File: config.mk
export PLATFORM = sky130hd
export DESIGN_NAME = sipo_deframer
export DESIGN_NICKNAME = d
export VERILOG_FILES = /design/src/rtl/sipo_deframer.sv
export SDC_FILE = /design/constraint.sdc
export NUM_CORES = 1
export LEC_CHECK = 0
export CAP_MARGIN = 20
export CORE_MARGIN = 8
export CORE_UTILIZATION = 52
export CTS_CLUSTER_SIZE = 24
export DETAILED_ROUTE_END_ITERATION = 6
export PLACE_DENSITY_LB_ADDON = 0.1
export RECOVER_POWER = 100
export SLEW_MARGIN = 20
export SYNTH_ARGS = -nofsm -noshare
export SYNTH_HDL_FRONTEND = slang
export SYNTH_SLANG_ARGS = --single-unit
File: constraint.sdc
create_clock -name clk -period 3.9 [get_ports clk]
set_clock_uncertainty 0.1 [all_clocks]
set_input_delay 0.39 -clock clk [delete_from_list [all_inputs] [get_ports clk]]
set_output_delay 0.39 -clock clk [all_outputs]
set_load 0.01 [all_outputs]
File: src/rtl/sipo_deframer.sv
// Serial-in, parallel-out deframer: collects MSB-first bits on bit_valid strobes
// into WIDTH-bit words and offers them on a registered valid/ready output.
module sipo_deframer #(
    parameter int WIDTH  = 8,
    parameter bit FRAMED = 1'b1
) (
    input  logic                     clk,
    input  logic                     rst,
    input  logic                     serial_in,
    input  logic                     bit_valid,
    input  logic                     frame_start,
    output logic [WIDTH-1:0]         data_out,
    output logic                     out_valid,
    input  logic                     out_ready,
    output logic [$clog2(WIDTH):0]   bit_count,
    output logic                     overrun
);

    localparam int CW = $clog2(WIDTH) + 1;
    localparam logic [CW-1:0] LAST_BIT = CW'(WIDTH - 1);

    typedef enum logic {
        IDLE  = 1'b0,
        SHIFT = 1'b1
    } state_t;

    localparam state_t RESET_STATE = FRAMED ? IDLE : SHIFT;

    state_t           state_q, state_d;
    // Only the first WIDTH-1 bits need storing; the last bit is taken live from serial_in.
    logic [WIDTH-2:0] shift_q, shift_d;
    logic [CW-1:0]    cnt_q, cnt_d;
    logic [WIDTH-1:0] data_q, data_d;
    logic             valid_q, valid_d;
    logic             overrun_q, overrun_d;

    logic [WIDTH-1:0] word;
    logic             word_done;

    always_ff @(posedge clk or negedge rst) begin
        if (!rst) begin
            state_q   <= RESET_STATE;
            shift_q   <= '0;
            cnt_q     <= '0;
            data_q    <= '0;
            valid_q   <= 1'b0;
            overrun_q <= 1'b0;
        end else begin
            state_q   <= state_d;
            shift_q   <= shift_d;
            cnt_q     <= cnt_d;
            data_q    <= data_d;
            valid_q   <= valid_d;
            overrun_q <= overrun_d;
        end
    end

    always_comb begin
        state_d   = state_q;
        shift_d   = shift_q;
        cnt_d     = cnt_q;
        data_d    = data_q;
        valid_d   = valid_q;
        overrun_d = 1'b0;
        word_done = 1'b0;
        word      = {shift_q, serial_in};

        if (bit_valid) begin
            if (FRAMED && frame_start) begin
                // A new frame marker silently restarts any partial word.
                shift_d = (WIDTH-1)'(serial_in);
                cnt_d   = CW'(1);
                state_d = SHIFT;
            end else if (state_q == SHIFT) begin
                shift_d = word[WIDTH-2:0];
                if (cnt_q == LAST_BIT) begin
                    cnt_d     = '0;
                    word_done = 1'b1;
                end else begin
                    cnt_d = cnt_q + CW'(1);
                end
            end
        end

        if (word_done) begin
            if (!valid_q || out_ready) begin
                data_d  = word;
                valid_d = 1'b1;
            end else begin
                overrun_d = 1'b1;
            end
        end else if (valid_q && out_ready) begin
            valid_d = 1'b0;
        end
    end

    assign data_out  = data_q;
    assign out_valid = valid_q;
    assign bit_count = cnt_q;
    assign overrun   = overrun_q;

endmodule

==> results.yml, run 1 <==
cells_and_area:
  antennaDiodeCount: 0
  fin_area_um2: 1237
  drive_gt1_frac: 0.1735
  syn2layout_area_growth_pct: 26.96
  nets: 106
yosys:
  synth_fp_nets: 85
  ys.flop_type: "dfrtp_1"
  synth-seq-cells: 22
  avgSynthCellArea_um2: 12.50
  synthesis.area_um2: 974.7
  netlist_instances: 78
  synth-edff-count: 0
  seq_area_frac_synth: 0.5648
  ys_types: 23
  synth-async-reset-ratio: 1.000
  ys_warn_count: 0
routing:
  dr.pass1.iters: 4
  viasPerCell: 5.488
  num_vias: 675
  post_drt_wl_per_cell_um: 14.80
  drc: 0
  routed_wl_um: 1820
  ant_nets: 0
  drt_iter0_markers: 10
clocking:
  clock_sinks: 22
  htree_levels: 1
  tritoncts: "done"
  clk_path_buf_depth: 2
  root_buffer: "clkbuf_4"
  cts_setup_buffers: 0
  clk_pin_slew_ns: 0.12
  clock_latency_ns: 0.30
  cts-buffers-inserted: 3
sta:
  setup_viol: 0
  relSlewSlack: 0.2372
  grt_setup_unrepaired: "no"
  fin_tns_setup_ns: 0
  fmax_ghz: 0.4259
  fin_crit_sh: 0.6021
  slew_viol_final: 0
  period_minus_slack_ns: 2.348
  tightestPinTransition_ns: 1.144
  finalHoldViolCount: 0
critical_path:
  cp-end-kind: "flop"
  path_class: "input port to flop"
  critPathRequiredTime_ns: 4.00
  start_kind: "input port"
  worstPathMaxFanout: 15
  arrival_ns: 2.45
grt:
  grt_overflow_total: 0
  grt_util_all_layers: 0.1068
  grt_pass1_wl_um: 2849
  grt_max_degree: 23
  antenna_found_initial: 0
  first_global_vias: 659
floorplan:
  coreArea_um2: 1745
  start_util: 0.5584
  die_h_um: 59.30
  die_area_um2: 3516
  io_pins: 20
  rows: 15
  die_x_um: 59.30
outcome:
  status: "finished clean"
run:
  maxCapViolCount: 0
place:
  portBuffers: 19
  hpwl_um: 1244
  place_congestion: 0.7046
  dpl_cell_area_um2: 1181
power:
  p_per_area_nw_per_um2: 473.9
  p_leak_nw: 0.6020
  vdd_drop_max_mv: 0.3693
hold_path:
  hold_path_class: "flop to flop"
## metrics by stage
step | instances | power [W] | hold slack [ns] | util | worst slack [ns]
after global placement | 118 | 0.0004265 | 0.3864 | 0.6767 | 1.371
after global routing | 123 | 0.0006149 | 0.4250 | 0.7090 | 1.420
final | 123 | 0.0005865 | 0.4114 | 0.7090 | 1.552
after floorplan | 78 | 0.0003556 | -0.005591 | - | 2.054
after CTS | 122 | 0.0006059 | 0.4245 | 0.7068 | 1.612
after detailed placement | 118 | 0.0004313 | 0.3953 | 0.6767 | 1.317
## per-layer routing
layer,share of wire,track usage,routed length (um),vias up
met2,0.47,0.1680,862,18
li1,-,-,-,322
met3,0.060,0.02820,110,4
met5,0,0,0,-
met4,0.020,0.07167,36,0
met1,0.44,0.1236,809,331
## synthesized netlist by cell type, types with 2 or more instances
library cell,count,area (um2)
clkbuf_1,4,15.01
a2bb2oi_1,6,52.55
o22ai_1,8,50.05
mux2_2,9,101.4
inv_1,9,33.78
nand2_1,3,11.26
dfrtp_1,22,550.5
nor3b_1,2,15.01
## state kept, by name, summed over array words and instances, names as in the netlist
| signal | cells |
|---|---|
| data_out | 8 |
| shift_q | 7 |
| bit_count | 4 |
| out_valid | 1 |
| overrun | 1 |
| state_q | 1 |
## final timing paths
path / slack (ns) / depth (start not counted) / to / start
setup / recovery: 1.55 / 4 / data_out[7]$_DFFE_PN0P_ / bit_valid
hold / removal: 0.41 / 1 / data_out[5]$_DFFE_PN0P_ / data_out[5]$_DFFE_PN0P_
setup reg to reg: 1.85 / 4 / data_out[7]$_DFFE_PN0P_ / bit_count[0]$_DFFE_PN0P_
hold reg to reg: 0.41 / 1 / data_out[5]$_DFFE_PN0P_ / data_out[5]$_DFFE_PN0P_
max in group asynchronous: 2.29 / 2 / data_out[3]$_DFFE_PN0P_ / rst
min in group asynchronous: 0.73 / 2 / out_valid$_DFFE_PN0P_ / rst
## cells by family after synthesis
group	Yosys count	share of synthesized area
compound gates	19	0.1438
fa+ha+maj	1	0.01283
buf+inv	13	0.05006
flops	22	0.5648
mux	10	0.1143
simple gates	13	0.1143
## area by class of cell
cell class / count / area (um2)
multi-input combinational: 43 / 375.4
clock inverter: 1 / 30.03
inverter: 9 / 33.78
timing repair buffer: 20 / 193.9
clock buffer: 3 / 22.52
fill: 135 / 508.0
tap: 25 / 31.28
sequential: 22 / 550.5
## timing repair
| item | in CTS | in global routing |
|---|---|---|
| hold endpoints to repair | 0 | 22 |
| resized for setup | 0 | 0 |
| hold buffers | 0 | 1 |
## layout by cell type, fill, tap and decap left out, types with 2 or more instances in the layout
cell type,n
a2bb2oi_1,6
clkbuf_4,3
clkdlybuf4s50_1,3
dfrtp_1,22
dlygate4sd3_1,16
inv_1,9
mux2_2,9
nand2_1,3
nor3b_1,2
o22ai_1,8
## critical path, cell delays in order
cell           delay [ns]
dlygate4sd3_1        0.84
nand2_1              0.23
nor4b_4              0.58
mux2_2               0.41
## report_power, final
| group | switching, W | total [W] | internal [W] |
|---|---|---|---|
| logic | 0.0000566 | 0.000131 | 0.0000743 |
| registers | 0.0000268 | 0.000284 | 0.000258 |
| clock network | 0.0000673 | 0.000171 | 0.000104 |
Note: power is estimated with default switching activity, not from simulation.
==> run 2: changes to the inputs <==
--- a/config.mk
+++ b/config.mk
@@ -7,7 +7,7 @@
 export LEC_CHECK = 0
 export CAP_MARGIN = 20
 export CORE_MARGIN = 8
-export CORE_UTILIZATION = 52
+export CORE_UTILIZATION = 44
 export CTS_CLUSTER_SIZE = 24
 export DETAILED_ROUTE_END_ITERATION = 6
 export PLACE_DENSITY_LB_ADDON = 0.1
==> constraint.sdc (replaced) <==
create_clock -name clk -period 2 [get_ports clk]
set_clock_uncertainty 0.1 [all_clocks]
set_input_delay 0.2 -clock clk [delete_from_list [all_inputs] [get_ports clk]]
set_output_delay 0.2 -clock clk [all_outputs]
set_load 0.01 [all_outputs]
==> run 2 against run 1 <==
Against the previous run:
- critical path type is now flop to flop
- clock-buffer cell count is 1 higher
- register-to-register slack got worse by 1.7 ns
- sequential power is 92% higher
- utilization decreased by 14 points
- hold slack improved by 0.0037 ns
- combinational power grew 94%
- largest power group unchanged
==> results.yml, run 2 (synthesized netlist as in run 1, its figures left out) <==
sta:
  finalHoldViolCount: 0
  slew_viol_final: 0
  period_minus_slack_ns: 1.861
  post-route-worst-setup-slack_ns: 0.1387
  fin_tns_setup_ns: 0
  fin_crit_sh: 0.9306
  grt_setup_unrepaired: "no"
  relSlewSlack: 0.2364
  setup_viol: 0
  fmax_ghz: 0.5373
  tightestPinTransition_ns: 1.145
place:
  post-place-ws_ns: 0.1849
  place_congestion: 0.7631
  dpl_cell_area_um2: 1230
  hpwl_um: 1324
  portBuffers: 19
critical_path:
  worstPathMaxFanout: 8
  start_kind: "flop"
  critPathTopFamily: "simple AND/OR/NAND/NOR gates"
  r2r_cells: 5
  critPathRequiredTime_ns: 2.09
  cp-end-kind: "flop"
  path_depth: 5
  critPathBufInv: 1
  critPathMaxStageDelay_ns: 0.41
  arrival_ns: 1.95
  slowest_stage: "dfrtp_1"
  crit_chain: "ha_1 -> nand3b_1 -> nor4b_1 -> buf_4 -> mux2_2"
  path_class: "flop to flop"
floorplan:
  die_x_um: 63.07
  io_pins: 20
  rows: 17
  coreArea_um2: 2148
  start_util: 0.4537
  die_h_um: 63.07
  die_area_um2: 3977
power:
  power.switching_w: 0.0002745
  seq_power_share: 0.527
  swShare: 0.2657
  p_per_area_nw_per_um2: 839.2
  combPwrFrac: 0.245
  p_clk_frac: 0.227
  p_int_w: 0.0007587
  vdd_drop_max_mv: 0.5463
  p_leak_nw: 0.5784
cells_and_area:
  fin_area_um2: 1231
  final_cell_mix: "dfrtp_1 (22), dlygate4sd3_1 (15), mux2_2 (9), inv_1 (9), o22ai_1 (8)"
  post-route-util: 0.5731
  nFillCells: 198
  syn2layout_area_growth_pct: 26.32
  largest_reg_flops: 8
  nets: 111
  drive_gt1_frac: 0.1845
  antennaDiodeCount: 0
  final_common_cell: "dfrtp_1"
grt:
  use_met2: 0.1601
  grt_overflow_total: 0
  grt_max_degree: 23
  antenna_found_initial: 0
  met3_usage: 0.03357
  busiest_layer: "met2"
  grt_util_all_layers: 0.09645
  first_global_vias: 728
  grt_pass1_wl_um: 3180
  grtUsageMet1: 0.1154
hold_path:
  min_path_cells: 1
  hold_path_class: "flop to flop"
clocking:
  cts_setup_buffers: 0
  tritoncts: "done"
  cts-buffers-inserted: 3
  htree_levels: 1
  root_buffer: "clkbuf_4"
  clk_path_buf_depth: 2
  clk_pin_slew_ns: 0.12
  clock_sinks: 22
  hold_buffers: 0
  cts-resized-gates: 0
  clock_latency_ns: 0.29
routing:
  dr.pass1.iters: 4
  viasPerCell: 5.374
  post_drt_wl_per_cell_um: 13.95
  ant_nets: 0
  drt_iter0_markers: 10
  num_vias: 704
  drc: 0
  routed_wl_um: 1828
outcome:
  status: "finished clean"
run:
  maxCapViolCount: 0
run 2: per-layer routing:
metal	routed length, um	up-vias
li1	-	332
met1	841	357
met2	896	13
met3	78	2
met4	12	0
met5	0	-
run 2: power by group through the flow:
stage               Clock, W  Sequential (W)  Combinational [W]
floorplan                  0        0.000580           0.000113
global placement           0        0.000559           0.000286
detailed placement         0        0.000560           0.000288
CTS                 0.000245        0.000551           0.000290
global route        0.000262        0.000553           0.000283
finish              0.000235        0.000545           0.000254
run 2: stage by stage:
| step | total power, W | hold slack [ns] | instances |
|---|---|---|---|
| 3_5_place_dp | 0.0008484 | 0.3979 | 127 |
| 3_3_place_gp | 0.0008454 | 0.3886 | 127 |
| 5_1_grt | 0.001098 | 0.4334 | 131 |
| 6_report | 0.001033 | 0.4152 | 131 |
| 2_1_floorplan | 0.0006933 | -0.1956 | 78 |
| 4_1_cts | 0.001086 | 0.1423 | 131 |
run 2: worst paths after layout:
check	startpoint	end	slack [ns]
setup / recovery	bit_count[1]$_DFFE_PN0P_	data_out[7]$_DFFE_PN0P_	0.14
hold / removal	data_out[6]$_DFFE_PN0P_	data_out[6]$_DFFE_PN0P_	0.42
setup reg to reg	bit_count[1]$_DFFE_PN0P_	data_out[7]$_DFFE_PN0P_	0.14
hold reg to reg	data_out[6]$_DFFE_PN0P_	data_out[6]$_DFFE_PN0P_	0.42
max in group asynchronous	rst	data_out[3]$_DFFE_PN0P_	0.59
min in group asynchronous	rst	bit_count[0]$_DFFE_PN0P_	0.53
run 2: layout make-up:
cell class	count	area (um2)	share of cell area
Inverter	9	33.78	0.02744
Timing Repair Buffer	25	227.7	0.1850
Multi-Input combinational cell	43	347.8	0.2825
Sequential cell	22	550.5	0.4472
Clock buffer	4	36.28	0.02947
Tap cell	28	35.03	0.02846
